--- config.mk ---
export PLATFORM = sky130hd
export DESIGN_NAME = uart_pixel_cmd_ctrl
export DESIGN_NICKNAME = d
export VERILOG_FILES = /design/src/rtl/uart_pixel_cmd_ctrl.sv
export SDC_FILE = /design/constraint.sdc
export NUM_CORES = 1
export LEC_CHECK = 0
export BUFFER_PORTS_ARGS = -buffer_cell sky130_fd_sc_hd__buf_2
export CAP_MARGIN = 30
export CORE_MARGIN = 5
export CORE_UTILIZATION = 57
export CTS_CLUSTER_SIZE = 24
export DETAILED_ROUTE_END_ITERATION = 8
export GPL_TIMING_DRIVEN = 1
export HOLD_SLACK_MARGIN = 0.03
export PLACE_DENSITY = 0.89
export SLEW_MARGIN = 25
export SYNTH_ARGS = -nofsm -noshare
export SYNTH_HDL_FRONTEND = slang
export SYNTH_SLANG_ARGS = --single-unit
--- constraint.sdc ---
create_clock -name i_Clock -period 2.85 [get_ports i_Clock]
set_input_delay 0.4275 -clock i_Clock [delete_from_list [all_inputs] [get_ports i_Clock]]
set_output_delay 0.4275 -clock i_Clock [all_outputs]
set_load 0.02 [all_outputs]
--- src/rtl/uart_pixel_cmd_ctrl.sv ---
// Frames UART byte strobes into pixel-write commands for the framebuffer write port.
// Define PIXCMD_CHECKSUM_EN for the 7-byte packet with a trailing XOR checksum byte.
module uart_pixel_cmd_ctrl #(
    parameter logic [7:0] SYNC_BYTE    = 8'hA5,
    parameter int         H_ACTIVE     = 640,
    parameter int         V_ACTIVE     = 480,
    parameter int         TIMEOUT_CLKS = 8680
) (
    input  logic       i_Clock,
    input  logic       i_Rst_n,
    input  logic       i_RX_DV,
    input  logic [7:0] i_RX_Byte,
    output logic       o_Wr_Valid,
    input  logic       i_Wr_Ready,
    output logic [9:0] o_Wr_X,
    output logic [9:0] o_Wr_Y,
    output logic [7:0] o_Wr_Color,
    output logic       o_Busy,
    output logic       o_Err,
    output logic [1:0] o_Err_Code
);

    typedef enum logic [2:0] {IDLE, XH, XL, YH, YL, COLOR, CHK, WRITE} state_t;
    typedef enum logic [1:0] {
        ERR_OVERRUN  = 2'b00,
        ERR_TIMEOUT  = 2'b01,
        ERR_CHECKSUM = 2'b10,
        ERR_RANGE    = 2'b11
    } err_t;

    localparam logic [13:0] TIMEOUT_LAST = 14'(TIMEOUT_CLKS - 1);
    localparam logic [9:0]  H_LIMIT      = 10'(H_ACTIVE);
    localparam logic [9:0]  V_LIMIT      = 10'(V_ACTIVE);

    state_t      state;
    logic [13:0] to_cnt;
    logic [1:0]  xh_lo, yh_lo;
    logic [7:0]  xl, yl;
    logic [9:0]  x_val, y_val;
    logic [7:0]  final_color;
    logic        final_byte, chk_ok, range_ok;

    assign x_val    = {xh_lo, xl};
    assign y_val    = {yh_lo, yl};
    assign range_ok = (x_val < H_LIMIT) && (y_val < V_LIMIT);

`ifdef PIXCMD_CHECKSUM_EN
    logic [7:0] color, csum;
    assign final_byte  = (state == CHK);
    assign final_color = color;
    assign chk_ok      = (i_RX_Byte == csum);
`else
    // Without a checksum byte the colour byte closes the packet and is written straight through.
    assign final_byte  = (state == COLOR);
    assign final_color = i_RX_Byte;
    assign chk_ok      = 1'b1;
`endif

    always_ff @(posedge i_Clock or negedge i_Rst_n) begin
        if (!i_Rst_n) begin
            state      <= IDLE;
            to_cnt     <= '0;
            xh_lo      <= '0;
            xl         <= '0;
            yh_lo      <= '0;
            yl         <= '0;
`ifdef PIXCMD_CHECKSUM_EN
            color      <= '0;
            csum       <= '0;
`endif
            o_Wr_Valid <= 1'b0;
            o_Wr_X     <= '0;
            o_Wr_Y     <= '0;
            o_Wr_Color <= '0;
            o_Busy     <= 1'b0;
            o_Err      <= 1'b0;
            o_Err_Code <= '0;
        end else begin
            // NOTE: o_Err defaults low every cycle so any error assignment below is a single-cycle pulse.
            o_Err <= 1'b0;
            case (state)
                IDLE: begin
                    if (i_RX_DV && i_RX_Byte == SYNC_BYTE) begin
                        state  <= XH;
                        o_Busy <= 1'b1;
                        to_cnt <= '0;
`ifdef PIXCMD_CHECKSUM_EN
                        csum   <= '0;
`endif
                    end
                end
                WRITE: begin
                    if (i_RX_DV) begin
                        o_Err      <= 1'b1;
                        o_Err_Code <= ERR_OVERRUN;
                    end
                    if (i_Wr_Ready) begin
                        o_Wr_Valid <= 1'b0;
                        o_Busy     <= 1'b0;
                        state      <= IDLE;
                    end
                end
                default: begin
                    if (i_RX_DV) begin
                        to_cnt <= '0;
`ifdef PIXCMD_CHECKSUM_EN
                        csum   <= csum ^ i_RX_Byte;
`endif
                        case (state)
                            XH: begin xh_lo <= i_RX_Byte[1:0]; state <= XL; end
                            XL: begin xl    <= i_RX_Byte;      state <= YH; end
                            YH: begin yh_lo <= i_RX_Byte[1:0]; state <= YL; end
                            YL: begin yl    <= i_RX_Byte;      state <= COLOR; end
`ifdef PIXCMD_CHECKSUM_EN
                            COLOR: begin color <= i_RX_Byte;   state <= CHK; end
`endif
                            default: ;
                        endcase
                        if (final_byte) begin
                            if (!chk_ok) begin
                                state      <= IDLE;
                                o_Busy     <= 1'b0;
                                o_Err      <= 1'b1;
                                o_Err_Code <= ERR_CHECKSUM;
                            end else if (!range_ok) begin
                                state      <= IDLE;
                                o_Busy     <= 1'b0;
                                o_Err      <= 1'b1;
                                o_Err_Code <= ERR_RANGE;
                            end else begin
                                state      <= WRITE;
                                o_Wr_Valid <= 1'b1;
                                o_Wr_X     <= x_val;
                                o_Wr_Y     <= y_val;
                                o_Wr_Color <= final_color;
                            end
                        end
                    end else if (to_cnt == TIMEOUT_LAST) begin
                        state      <= IDLE;
                        o_Busy     <= 1'b0;
                        o_Err      <= 1'b1;
                        o_Err_Code <= ERR_TIMEOUT;
                    end else begin
                        to_cnt <= to_cnt + 14'd1;
                    end
                end
            endcase
        end
    end

endmodule

**Word level (Yosys, flattened, before mapping)**

Cells that the tools add are included.

- $add $sub $neg: 1
- Magnitude comparators: 2
- Equality and inequality tests: 17
- Multiplexer cells: 35
- Bitwise operators: 3
- Reduce and logical (&&, ||, !) cells: 19

Operator list:

| operator | count |
|---|---|
| two-way mux 14 bit | 3 |
| case mux 14 bit (2 select lines) | 1 |
| two-way mux 3 bit | 6 |
| AND reduction 3 bit | 5 |
| AND reduction 5 bit | 3 |
| adder 14 x 1 -> 14 bit (second input constant) | 1 |
| equality test 14 bit (second input constant) | 1 |
| two-way mux 1 bit | 14 |
| case mux 3 bit (4 select lines) | 1 |
| < comparator 10 bit (second input constant) | 1 |
| < comparator 10 x 9 -> 1 bit (second input constant) | 1 |
| two-way mux 2 bit | 5 |
| equality test 3 bit (second input constant) | 3 |
| equality test 8 bit (second input constant) | 1 |
| != test 8 x 1 -> 1 bit (second input constant) | 1 |
| AND reduction 4 bit | 2 |
| nonzero test 2 bit | 4 |
| equality test 3 x 2 -> 1 bit (second input constant) | 2 |
| != test 2 bit (second input constant) | 3 |
| != test 3 x 2 -> 1 bit (second input constant) | 2 |
| case mux 1 bit (2 select lines) | 3 |
| case mux 3 bit (2 select lines) | 1 |
| != test 4 x 1 -> 1 bit (second input constant) | 1 |
| != test 4 x 2 -> 1 bit (second input constant) | 1 |
| 8 further kinds | 11 |

- Bits in registers: 70
- Input port bits: 12
- Output and inout port bits: 33
- Word-level logic and storage cells: 90

**Longest topological paths before layout**

- Word-level depth: 6
- Depth in mapped cells: 6
- Mapped depth without buffers: 5

**Worst setup path before layout**

OpenSTA, ideal clock, no wires.

- Path kind: reg-to-reg
- From: register to_cnt[4]
- To: register state[1]
- Library setup time: 0.124 ns
- Data arrival time: 2.096 ns
- Data required time: 2.726 ns
- Slack: 0.630 ns
- Cell stages (with the launch flop): 6
- Path buffers: 1
- Period minus slack after synthesis: 2.220 ns
- Cell sequence: dfrtp_1 > or4_4 > or4_4 > buf_6 > a32o_1 > a211o_1

- Longest elaborated chain between the ends: 3

Ends and longest elaborated chain:

| element | RTL line | text |
|---|---|---|
| from (decl) | 36 | `logic [13:0] to_cnt;` |
| from (signal assigned) | 144 | `to_cnt <= to_cnt + 14'd1;` |
| equality test 14 bit | 138 | `end else if (to_cnt == TIMEOUT_LAST) begin` |
| nonzero test 4 bit (no source line) | n/a |  |
| AND reduction 4 bit (no source line) | n/a |  |
| to (signal assigned) | 126 | `state <= IDLE;` |
| to (signal assigned) | 131 | `state <= WRITE;` |
| to (signal assigned) | 139 | `state <= IDLE;` |
| to (decl) | 35 | `state_t state;` |

Every way passes these cells.
A chain may end at the register's enable or synchronous reset.

**Worst setup path in the final report**

Same ends and word-level chain as after synthesis.

==> results.md <==
- CP top delay family: simple AND/OR/NAND/NOR gates
- Maximum clock rate: 436.2 MHz
- DP HPWL: 4.941 mm
- Top post-synthesis cells by area: dfrtp_1, mux2_2, a31oi_1, nand2_1, nand3_1
- Worst slack, placed: 0.5677 ns
- Final setup viols: 0
- Sw Ratio: 0.3637
- Final worst slack: 0.5575 ns
- Async S/R FF share, synth: 1.000
- Synthesized flop and latch total: 70
- Clock transition at the registers of the reported paths: about 0.08 ns
- Largest net degree at the start of global routing: 43
- Crit path capture: state[1]$_DFFE_PN0P_
- Levels on crit path: 4
- Post-DRT Antenna Nets: 0
- Worst Path Class, Setup: reg -> reg
- Post-CTS Setup Bufs: 0
- Worst skew pair latency: 0.36 ns
- Worst-margin pin slew: 0.6660 ns
- Clock group share of total power: 0.238
- Drt wl/cell: 18.77 microns
- Worst Path Buf+Inv: 0
- RSZ-0062 raised after global routing: no
- FF-to-FF path depth: 4
- Leakage power: roughly 1.9 nW
- RePlAce Congestion: 0.8865
- Tcrit/Tclk final: 0.8044
- Post-synth top cells: dfrtp_1, mux2_2, nand2_1
- WL final: roughly 7.3 mm
- Row cnt: 27
- Cell seen most often among critical-path stages: or4_4
- Via count of the first global-routing pass: 2529
- DRT iter0 DRCs: between 150 and 200
- TritonCTS clock tree: done
- Post-Synthesis Cells: around 260
- IO Count: 45
- Initial Util: 0.5822
- Max Cap Viol: 0
- YS warnings: 0
- Area share of the largest cell type after synthesis: 0.5531
- Fill cells: 399
- Yosys top cell by area: dfrtp_1
- Distinct cells, synth: 49
- Crit path from: to_cnt[4]$_DFFE_PN0P_
- Reg area: 0.001752 sq mm
- Avg Inst Size Synth: 12.09 sq um
- IO Port Bufs: 44
- Sequential power share: 0.448
- Nets: 325
- Post-layout min period: 2.293 ns
- Final core utilization: 0.6809
- Worst VDD drop: between 0.5 and 0.6 mV
- Initial antenna violation count: 0
- Slew Limit Fails: 0
- CTS sink count: 70
- Sequential share of the synthesized area: 0.5531
- Core ar.: 0.005439 sq mm
- Total track usage: 0.2255
- Final hold violation count: 0
- Via-per-instance ratio: ~6.1
- First-pass GRT wire length: 12.63 mm
- Die Ht: about 85 microns
- Worst-path maximum fanout: 10
- Slew HR: 0.5536
- Pwr per Cell Area: 923.2 mW/mm^2
- Pre-Repair DR Iteration Count: 4
- Synth Net Count: between 200 and 300
- Share of cells above drive strength 1: 0.3785
- Internal power: 2.176 mW
- HP Class: in -> async
- CP peak stage delay: 0.60 ns
- R2R Setup Slk: 0.56 ns
- Die W: 84.54 microns
- DRC: 0
- Top_reg_cell synth: dfrtp_1
- Critical path's slowest cell: or4_4
- H-tree levels: 3
- TNS Setup: 0 ns
- Crit. End Element: flip-flop
- Reg2reg start: to_cnt[4]$_DFFE_PN0P_
- Startpoint types: flip-flop
- WP data required: just over 3 ns
- Via count: 2365
- Die area: 0.007146 sq mm
- NetSw: 1.244 mW
- Clk buf depth: 2
- Layout Area Growth over Synthesis: 16.95%
- Ant. Diodes: 0
- Post-CTS sizing: 0
- Mapped Area: 0.003167 sq mm
- CTS root buf: clkbuf_8
- Post-synth EDFFs: 0
- Status: finished, final reports clean
- Multi-input logic area: approximately 0.0013 sq mm
- Reg-to-reg endpoint: state[1]$_DFFE_PN0P_
- Total grt overflow: 0
- CTS Buf Count: 9
- Most frequent cell after synthesis: dfrtp_1
- Combinational fraction of design power: 0.313
- Hold Buf Count CTS: 0
- Final Skew: 0.01355 ns
- Arrival @ worst endpoint: 2.52 ns
- CP cell instances: or4_4, or4_4, a32o_1, a211o_1
[kinds of logic after synthesis]
| kind of cell | Yosys count | synth area share |
|---|---|---|
| mux | 48 | 0.1707 |
| simple gates | 74 | 0.1320 |
| xor+xnor | 1 | 0.002766 |
| flops | 70 | 0.5531 |
| compound gates | 49 | 0.1126 |
| fa+ha+maj | 1 | 0.003950 |
| buf+inv | 19 | 0.02489 |
[cell usage in the layout, fill, tap and decap left out, types with 6 or more instances in the layout]
| cell | count |
|---|---|
| nand2_1 | 14 |
| nor2_1 | 8 |
| buf_4 | 7 |
| mux2_2 | 48 |
| nor3_1 | 6 |
| nand3_1 | 9 |
| buf_2 | 44 |
| dfrtp_1 | 70 |
| inv_1 | 6 |
| o21ai_0 | 8 |
| a31oi_1 | 13 |
| clkbuf_8 | 9 |
[stage by stage]
stage	std cells	hold slack (ns)	power, mW	instance area, sq um
global placement	373	0.4654	2.544	3493
global route	389	0.1489	3.638	3704
detailed placement	373	0.4733	2.601	3498
finish	389	0.1111	3.419	3704
floorplan	262	0.1319	2.205	3167
CTS	389	0.1195	3.435	3704
[per-layer routing]
| metal | track usage | vias up | wire (microns) |
|---|---|---|---|
| met2 | 0.3922 | 74 | 3888 |
| met1 | 0.2581 | 1193 | 2934 |
| met4 | 0.1050 | 0 | 106 |
| li1 | - | 1087 | - |
| met5 | 0 | - | 0 |
| met3 | 0.05986 | 11 | 373 |
[final cells by class]
cell class / count / area share
Inverter: 6 / 0.006081
Multi-Input combinational cell: 173 / 0.3622
Tap cell: 72 / 0.02432
Clock inverter: 7 / 0.02196
Sequential cell: 70 / 0.4730
Timing Repair Buffer: 52 / 0.07905
Clock buffer: 9 / 0.03345
[flip-flops by register name (all words and copies together) (netlist names)]
signal	flops
o_Busy	1
yl	8
o_Wr_Y	10
o_Err	1
yh_lo	2
o_Err_Code	2
to_cnt	14
o_Wr_Valid	1
o_Wr_Color	8
xh_lo	2
o_Wr_X	10
state	3
xl	8
[power groups by stage]
stage | clock network (mW) | logic (mW) | registers (mW)
3_5_place_dp | 0 | 1.07 | 1.53
2_1_floorplan | 0 | 0.619 | 1.59
5_1_grt | 0.887 | 1.18 | 1.57
6_report | 0.815 | 1.07 | 1.53
4_1_cts | 0.829 | 1.08 | 1.53
3_3_place_gp | 0 | 1.03 | 1.51
[worst min-delay path by stage]
| stage | from | slack (ns) | depth (start not counted) | endpoint |
|---|---|---|---|---|
| 2_1_floorplan | i_Rst_n | 0.13 | 0 | o_Busy$_DFFE_PN0P_ |
| 3_3_place_gp | o_Wr_Y[9]$_DFFE_PN0P_ | 0.47 | 1 | o_Wr_Y[9]$_DFFE_PN0P_ |
| 3_5_place_dp | o_Wr_Y[9]$_DFFE_PN0P_ | 0.47 | 1 | o_Wr_Y[9]$_DFFE_PN0P_ |
| 4_1_cts | i_Rst_n | 0.12 | 1 | to_cnt[6]$_DFFE_PN0P_ |
| 5_1_grt | i_Rst_n | 0.15 | 1 | yl[6]$_DFFE_PN0P_ |
| 6_report | i_Rst_n | 0.11 | 1 | yh_lo[0]$_DFFE_PN0P_ |
[worst register-to-register path: stages (launching register included)]
cell and delay [ns]:
dfrtp_1 0.43, or4_4 0.55, or4_4 0.60, a32o_1 0.28
a211o_1 0.31
(Power assumes the default switching activity.)
